===== src/rtl/mips_alu.sv =====
// Registered 32-bit MIPS execute-stage ALU: thirteen opcodes, result plus
// zero/carry/negative flags, all valid one clock after the operands are sampled.
`timescale 1ns/1ps

module mips_alu #(
    parameter int WIDTH = 32
) (
    input  logic             clk,
    input  logic             reset,
    input  logic [3:0]       opt,
    input  logic [WIDTH-1:0] a,
    input  logic [WIDTH-1:0] b,
    output logic [WIDTH-1:0] out,
    output logic             zero,
    output logic             carry,
    output logic             negative
);

    localparam int SHW = $clog2(WIDTH);

    typedef enum logic [3:0] {
        OP_ADD  = 4'b0000,
        OP_SUB  = 4'b0001,
        OP_AND  = 4'b0010,
        OP_OR   = 4'b0011,
        OP_XOR  = 4'b0100,
        OP_NOR  = 4'b0101,
        OP_SLT  = 4'b0110,
        OP_SLTU = 4'b0111,
        OP_SLL  = 4'b1000,
        OP_SRL  = 4'b1001,
        OP_SRA  = 4'b1010,
        OP_MULT = 4'b1011,
        OP_LUI  = 4'b1100
    } op_e;

    logic [WIDTH:0]          add_full;
    logic [WIDTH:0]          sub_full;
    logic signed [2*WIDTH-1:0] prod;
    logic [WIDTH:0]          prod_hi;
    logic                    mult_ovf;
    logic signed [WIDTH-1:0] a_s;
    logic [SHW-1:0]          shamt;

    logic [WIDTH-1:0] out_d, out_q;
    logic             zero_d, zero_q;
    logic             carry_d, carry_q;
    logic             negative_d, negative_q;

    assign add_full = {1'b0, a} + {1'b0, b};
    assign sub_full = {1'b0, a} - {1'b0, b};
    assign a_s      = $signed(a);
    assign shamt    = b[SHW-1:0];

    // Operands are sign-extended to full product width so the 2W-bit multiply is exact.
    assign prod     = $signed({{WIDTH{a[WIDTH-1]}}, a}) * $signed({{WIDTH{b[WIDTH-1]}}, b});
    assign prod_hi  = prod[2*WIDTH-1:WIDTH-1];
    assign mult_ovf = !((&prod_hi) || !(|prod_hi));

    always_comb begin
        // NOTE: defaults first so every path assigns every output; no latch can be inferred.
        out_d   = '0;
        carry_d = 1'b0;
        case (opt)
            OP_ADD:  begin out_d = add_full[WIDTH-1:0]; carry_d = add_full[WIDTH]; end
            OP_SUB:  begin out_d = sub_full[WIDTH-1:0]; carry_d = sub_full[WIDTH]; end
            OP_AND:  out_d = a & b;
            OP_OR:   out_d = a | b;
            OP_XOR:  out_d = a ^ b;
            OP_NOR:  out_d = ~(a | b);
            OP_SLT:  out_d = {{(WIDTH-1){1'b0}}, ($signed(a) < $signed(b))};
            OP_SLTU: out_d = {{(WIDTH-1){1'b0}}, (a < b)};
            OP_SLL:  out_d = a << shamt;
            OP_SRL:  out_d = a >> shamt;
            OP_SRA:  out_d = a_s >>> shamt;
            OP_MULT: begin out_d = prod[WIDTH-1:0]; carry_d = mult_ovf; end
            OP_LUI:  out_d = {b[15:0], {(WIDTH-16){1'b0}}};
            default: begin out_d = '0; carry_d = 1'b0; end
        endcase
        zero_d     = (out_d == '0);
        negative_d = out_d[WIDTH-1];
    end

    always_ff @(posedge clk or posedge reset) begin
        if (reset) begin
            out_q      <= '0;
            zero_q     <= 1'b1;
            carry_q    <= 1'b0;
            negative_q <= 1'b0;
        end else begin
            // NOTE: non-blocking assignments keep every flop sampling pre-edge values.
            out_q      <= out_d;
            zero_q     <= zero_d;
            carry_q    <= carry_d;
            negative_q <= negative_d;
        end
    end

    assign out      = out_q;
    assign zero     = zero_q;
    assign carry    = carry_q;
    assign negative = negative_q;

endmodule


===== config.mk =====
export PLATFORM = sky130hd
export DESIGN_NAME = mips_alu
export DESIGN_NICKNAME = d
export VERILOG_FILES = /design/src/rtl/mips_alu.sv
export SDC_FILE = /design/constraint.sdc
export NUM_CORES = 2
export LEC_CHECK = 0
export CORE_MARGIN = 5
export CORE_UTILIZATION = 51
export CTS_BUF_LIST = sky130_fd_sc_hd__clkbuf_4 sky130_fd_sc_hd__clkbuf_8 sky130_fd_sc_hd__clkbuf_16
export DETAILED_ROUTE_END_ITERATION = 12
export PLACE_DENSITY = 0.68
export SYNTH_ARGS = -nofsm -noshare
export SYNTH_HDL_FRONTEND = slang
export SYNTH_SLANG_ARGS = --single-unit

===== constraint.sdc =====
create_clock -name clk -period 1.1 [get_ports clk]
set_input_delay 0.11 -clock clk [delete_from_list [all_inputs] [get_ports clk]]
set_output_delay 0.11 -clock clk [all_outputs]
set_load 0.01 [all_outputs]

==> tab_implementation.tex <==
\begin{tabular}{lr}
\hline
Metric & Value \\
\hline
\multicolumn{2}{l}{\textbf{Clocking}} \\
CTS Root Buffer Type & clkbuf\_16 \\
H-tree levels & 2 \\
Inserted Clock Buffers & 5 \\
Clock input transition at the sequential cells of the worst setup and hold paths & 0.09 ns \\
TritonCTS Sinks & 34 \\
Hold-fix buffers at CTS & 0 \\
Clock tree from TritonCTS & built \\
Buffer levels on the longest clock path & 2 \\
\multicolumn{2}{l}{\textbf{STA}} \\
Total Negative Setup Slacks & -167.80 ns \\
Unrepaired setup endpoints after global routing & yes \\
Normalized max-slew margin & 0.245 \\
Fin crit period & 7.91 ns \\
Worst-case setup margin in the final layout & -6.81 ns \\
Number of setup violations in the final report & 37 \\
Highest achievable clock rate & 126 MHz \\
Hold violation count in the final report & 0 \\
Final clock period utilization by the worst path & 7.19 \\
Number of slew-limit violations in the final report & 0 \\
Slew of the pin with the lowest slew margin & $\sim$1.1 ns \\
\multicolumn{2}{l}{\textbf{Routing}} \\
Drt first-iter violations & 5991 \\
Routed vias & 47612 \\
Wire per inst & 29.8 um \\
Total Wirelength & between 200000 and 250000 um \\
Detail Route Antenna Nets & 0 \\
Detailed-route DRC error count & 0 \\
Number of iterations in the first detailed-routing pass & 6 \\
Mean number of vias per cell & 6.23 \\
\multicolumn{2}{l}{\textbf{Global routing}} \\
First-pass GRT wire length & between 300000 and 400000 um \\
Largest net degree at the start of global routing & 63 \\
Number of global-route vias before repair & 49869 \\
Overflow left after global routing & 0 \\
Initial antenna violation count & 6 \\
Global router's overall resource usage & 0.458 \\
\multicolumn{2}{l}{\textbf{Synthesis}} \\
Post-synth top area share & 0.471 \\
Cell taking the most area after synthesis & fa\_1 \\
Number of flops mapped to enable cells by yosys & 0 \\
Most area-consuming cells after synthesis & fa\_1 47\%, ha\_1 7.7\%, inv\_1 6.5\% \\
Gate count after technology mapping & 5251 \\
Synthesized area per cell & about 8.8 um\^{}2 \\
Share of synthesized area occupied by flip-flops and latches & 0.0185 \\
Ys Warns & 0 \\
Async set-reset flop share out of synthesis & 1.00 \\
Net count after synthesis & 6687 \\
Cell area after synthesis & 46100 um\^{}2 \\
Register bit total from synthesis & 34 \\
Prevailing post-synth register cell & dfrtp\_1 \\
Number of distinct library cells after synthesis & 100 \\
\multicolumn{2}{l}{\textbf{Worst setup path}} \\
Critical Path Fanout Max & 8 \\
Category of the worst setup path launch point & input pin \\
Category of the most critical setup path & input pin to flip-flop \\
Cell mode on critical path & fa\_1 \\
Required @ worst endpoint & 1.33 ns \\
Cell with the largest stage delay on the worst path & fa\_1 \\
Bufs and invs on worst path & 10 \\
Crit path max-delay family & adder cells \\
Element type at the critical path end & flip-flop \\
Critical Path AT & around 8.1 ns \\
Delay of the slowest cell on the worst path & 0.61 ns \\
\multicolumn{2}{l}{\textbf{Finish}} \\
Top library cells by usage in the layout, fill and taps aside & 1167 x buf\_4, 969 x fa\_1, 725 x nand2\_1, 700 x inv\_1, 521 x nor2\_1 \\
Fraction of final layout cells with drive strength greater than 1 & 0.355 \\
Post-Layout Cell Count & 7648 \\
Post-route design area & 64300 um\^{}2 \\
Most frequent standard cell in the layout excluding fill and tap cells & buf\_4 \\
Area overhead of the layout relative to synthesis & 39.5\% \\
Fill cell total of the finished layout & 6680 \\
Count of nets after finishing & 7904 \\
\multicolumn{2}{l}{\textbf{Hold path}} \\
HP Class & input pin to async pin \\
\multicolumn{2}{l}{\textbf{Status}} \\
Violations in the final reports & setup timing \\
Result of the run & finished, violations left \\
\multicolumn{2}{l}{\textbf{Place}} \\
Count of buffers inserted at the top-level ports & approximately 100 \\
Cell count after placement & 7436 \\
Placed cell area & 58800 um\^{}2 \\
Placed wire-length estimate after detailed placement & between 150000 and 200000 um \\
Routability Congestion & 1.08 \\
\multicolumn{2}{l}{\textbf{Floorplanning}} \\
Die Span X & $\sim$310 um \\
Area of the placeable core & 89900 um\^{}2 \\
Effective utilization at floorplan & 0.513 \\
Area of the die & 96500 um\^{}2 \\
Number of rows created at floorplan & 110 \\
Number of I/O pins & 105 \\
Die Span Y & between 300 and 400 um \\
\multicolumn{2}{l}{\textbf{Run}} \\
Number of max-capacitance violations reported & 0 \\
\hline
\end{tabular}
==> cell families after synthesis <==
kind of cell | after synthesis | share of synthesized area
xor+xnor | 66 | 0.0125
simple gates | 1703 | 0.157
flops | 34 | 0.0185
mux | 147 | 0.0534
fa+ha+maj | 1366 | 0.547
buf+inv | 1185 | 0.0986
compound gates | 750 | 0.113
==> flip-flops by register name, indices dropped and copies added, names as in the netlist <==
register  count
carry         1
negative      1
out          31
zero          1
==> what timing repair did <==
| item | CTS | global route |
|---|---|---|
| setup endpoints to repair | 67 | 44 |
| gates cloned | 8 | 4 |
| resized for setup | 841 | 345 |
| pin swaps | 267 | 216 |
| buffers inserted | 123 | 85 |
==> layout make-up <==
cell class / count / area (um^2) / share of cell area
antenna: 3 / 7.51 / 0.000117
clock buffer: 5 / 125 / 0.00194
clock inverter: 3 / 68.8 / 0.00107
inverter: 826 / 3290 / 0.0511
multi-input combinational: 4032 / 44000 / 0.684
sequential: 34 / 852 / 0.0132
tap: 1176 / 1470 / 0.0229
timing repair buffer: 1569 / 14500 / 0.225
==> metal layers <==
metal  up-vias  wire length [um]  GRT usage
met2      3510             99500      0.700
met5         -                25          0
met4         4             28300      0.412
li1      19250                 -          -
met1     23588             70400      0.512
met3      1260             29500      0.148
==> synthesized netlist by cell type (all sizes together) (10+ instances only) <==
cell type,count
a21oi,172
nand3,55
and2,23
fa,1084
nand2,761
o2111ai,19
a221o,10
o21ai,137
nor2,605
nor4,21
a31oi,21
or2,12
o31ai,21
o21bai,20
xnor2,51
o221ai,15
o21a,26
nor2b,19
buf,106
and4,10
nand4,39
a2111oi,11
a22oi,22
a211oi,49
dfrtp,33
o22ai,14
mux2i,51
and3,21
o211ai,41
clkinv,17
mux4,75
ha,282
a211o,13
clkbuf,253
mux2,21
nand2b,28
a21o,31
o31a,16
nor3,58
inv,809
a221oi,19
xor2,15
==> final timing paths <==
path / from / end / cells after the start
setup / recovery: a[31] / carry$_DFF_PP0_ / 30
hold / removal: reset / out[2]$_DFF_PP0_ / 3
max in group asynchronous: reset / zero$_DFF_PP1_ / 3
min in group clk: opt[0] / out[0]$_DFF_PP0_ / 5
==> per-stage QoR <==
step                hold WS (ns)  setup slack [ns]   util
floorplan                  0.251             -6.84      -
global placement           0.498             -7.73  0.655
global route               0.164             -7.00  0.716
CTS                        0.139             -6.85  0.697
detailed placement         0.503             -7.79  0.655
finish                     0.145             -6.81  0.716
Power is not shown: default switching activity piles up to over one toggle a cycle in this logic, so the estimate is an artifact.
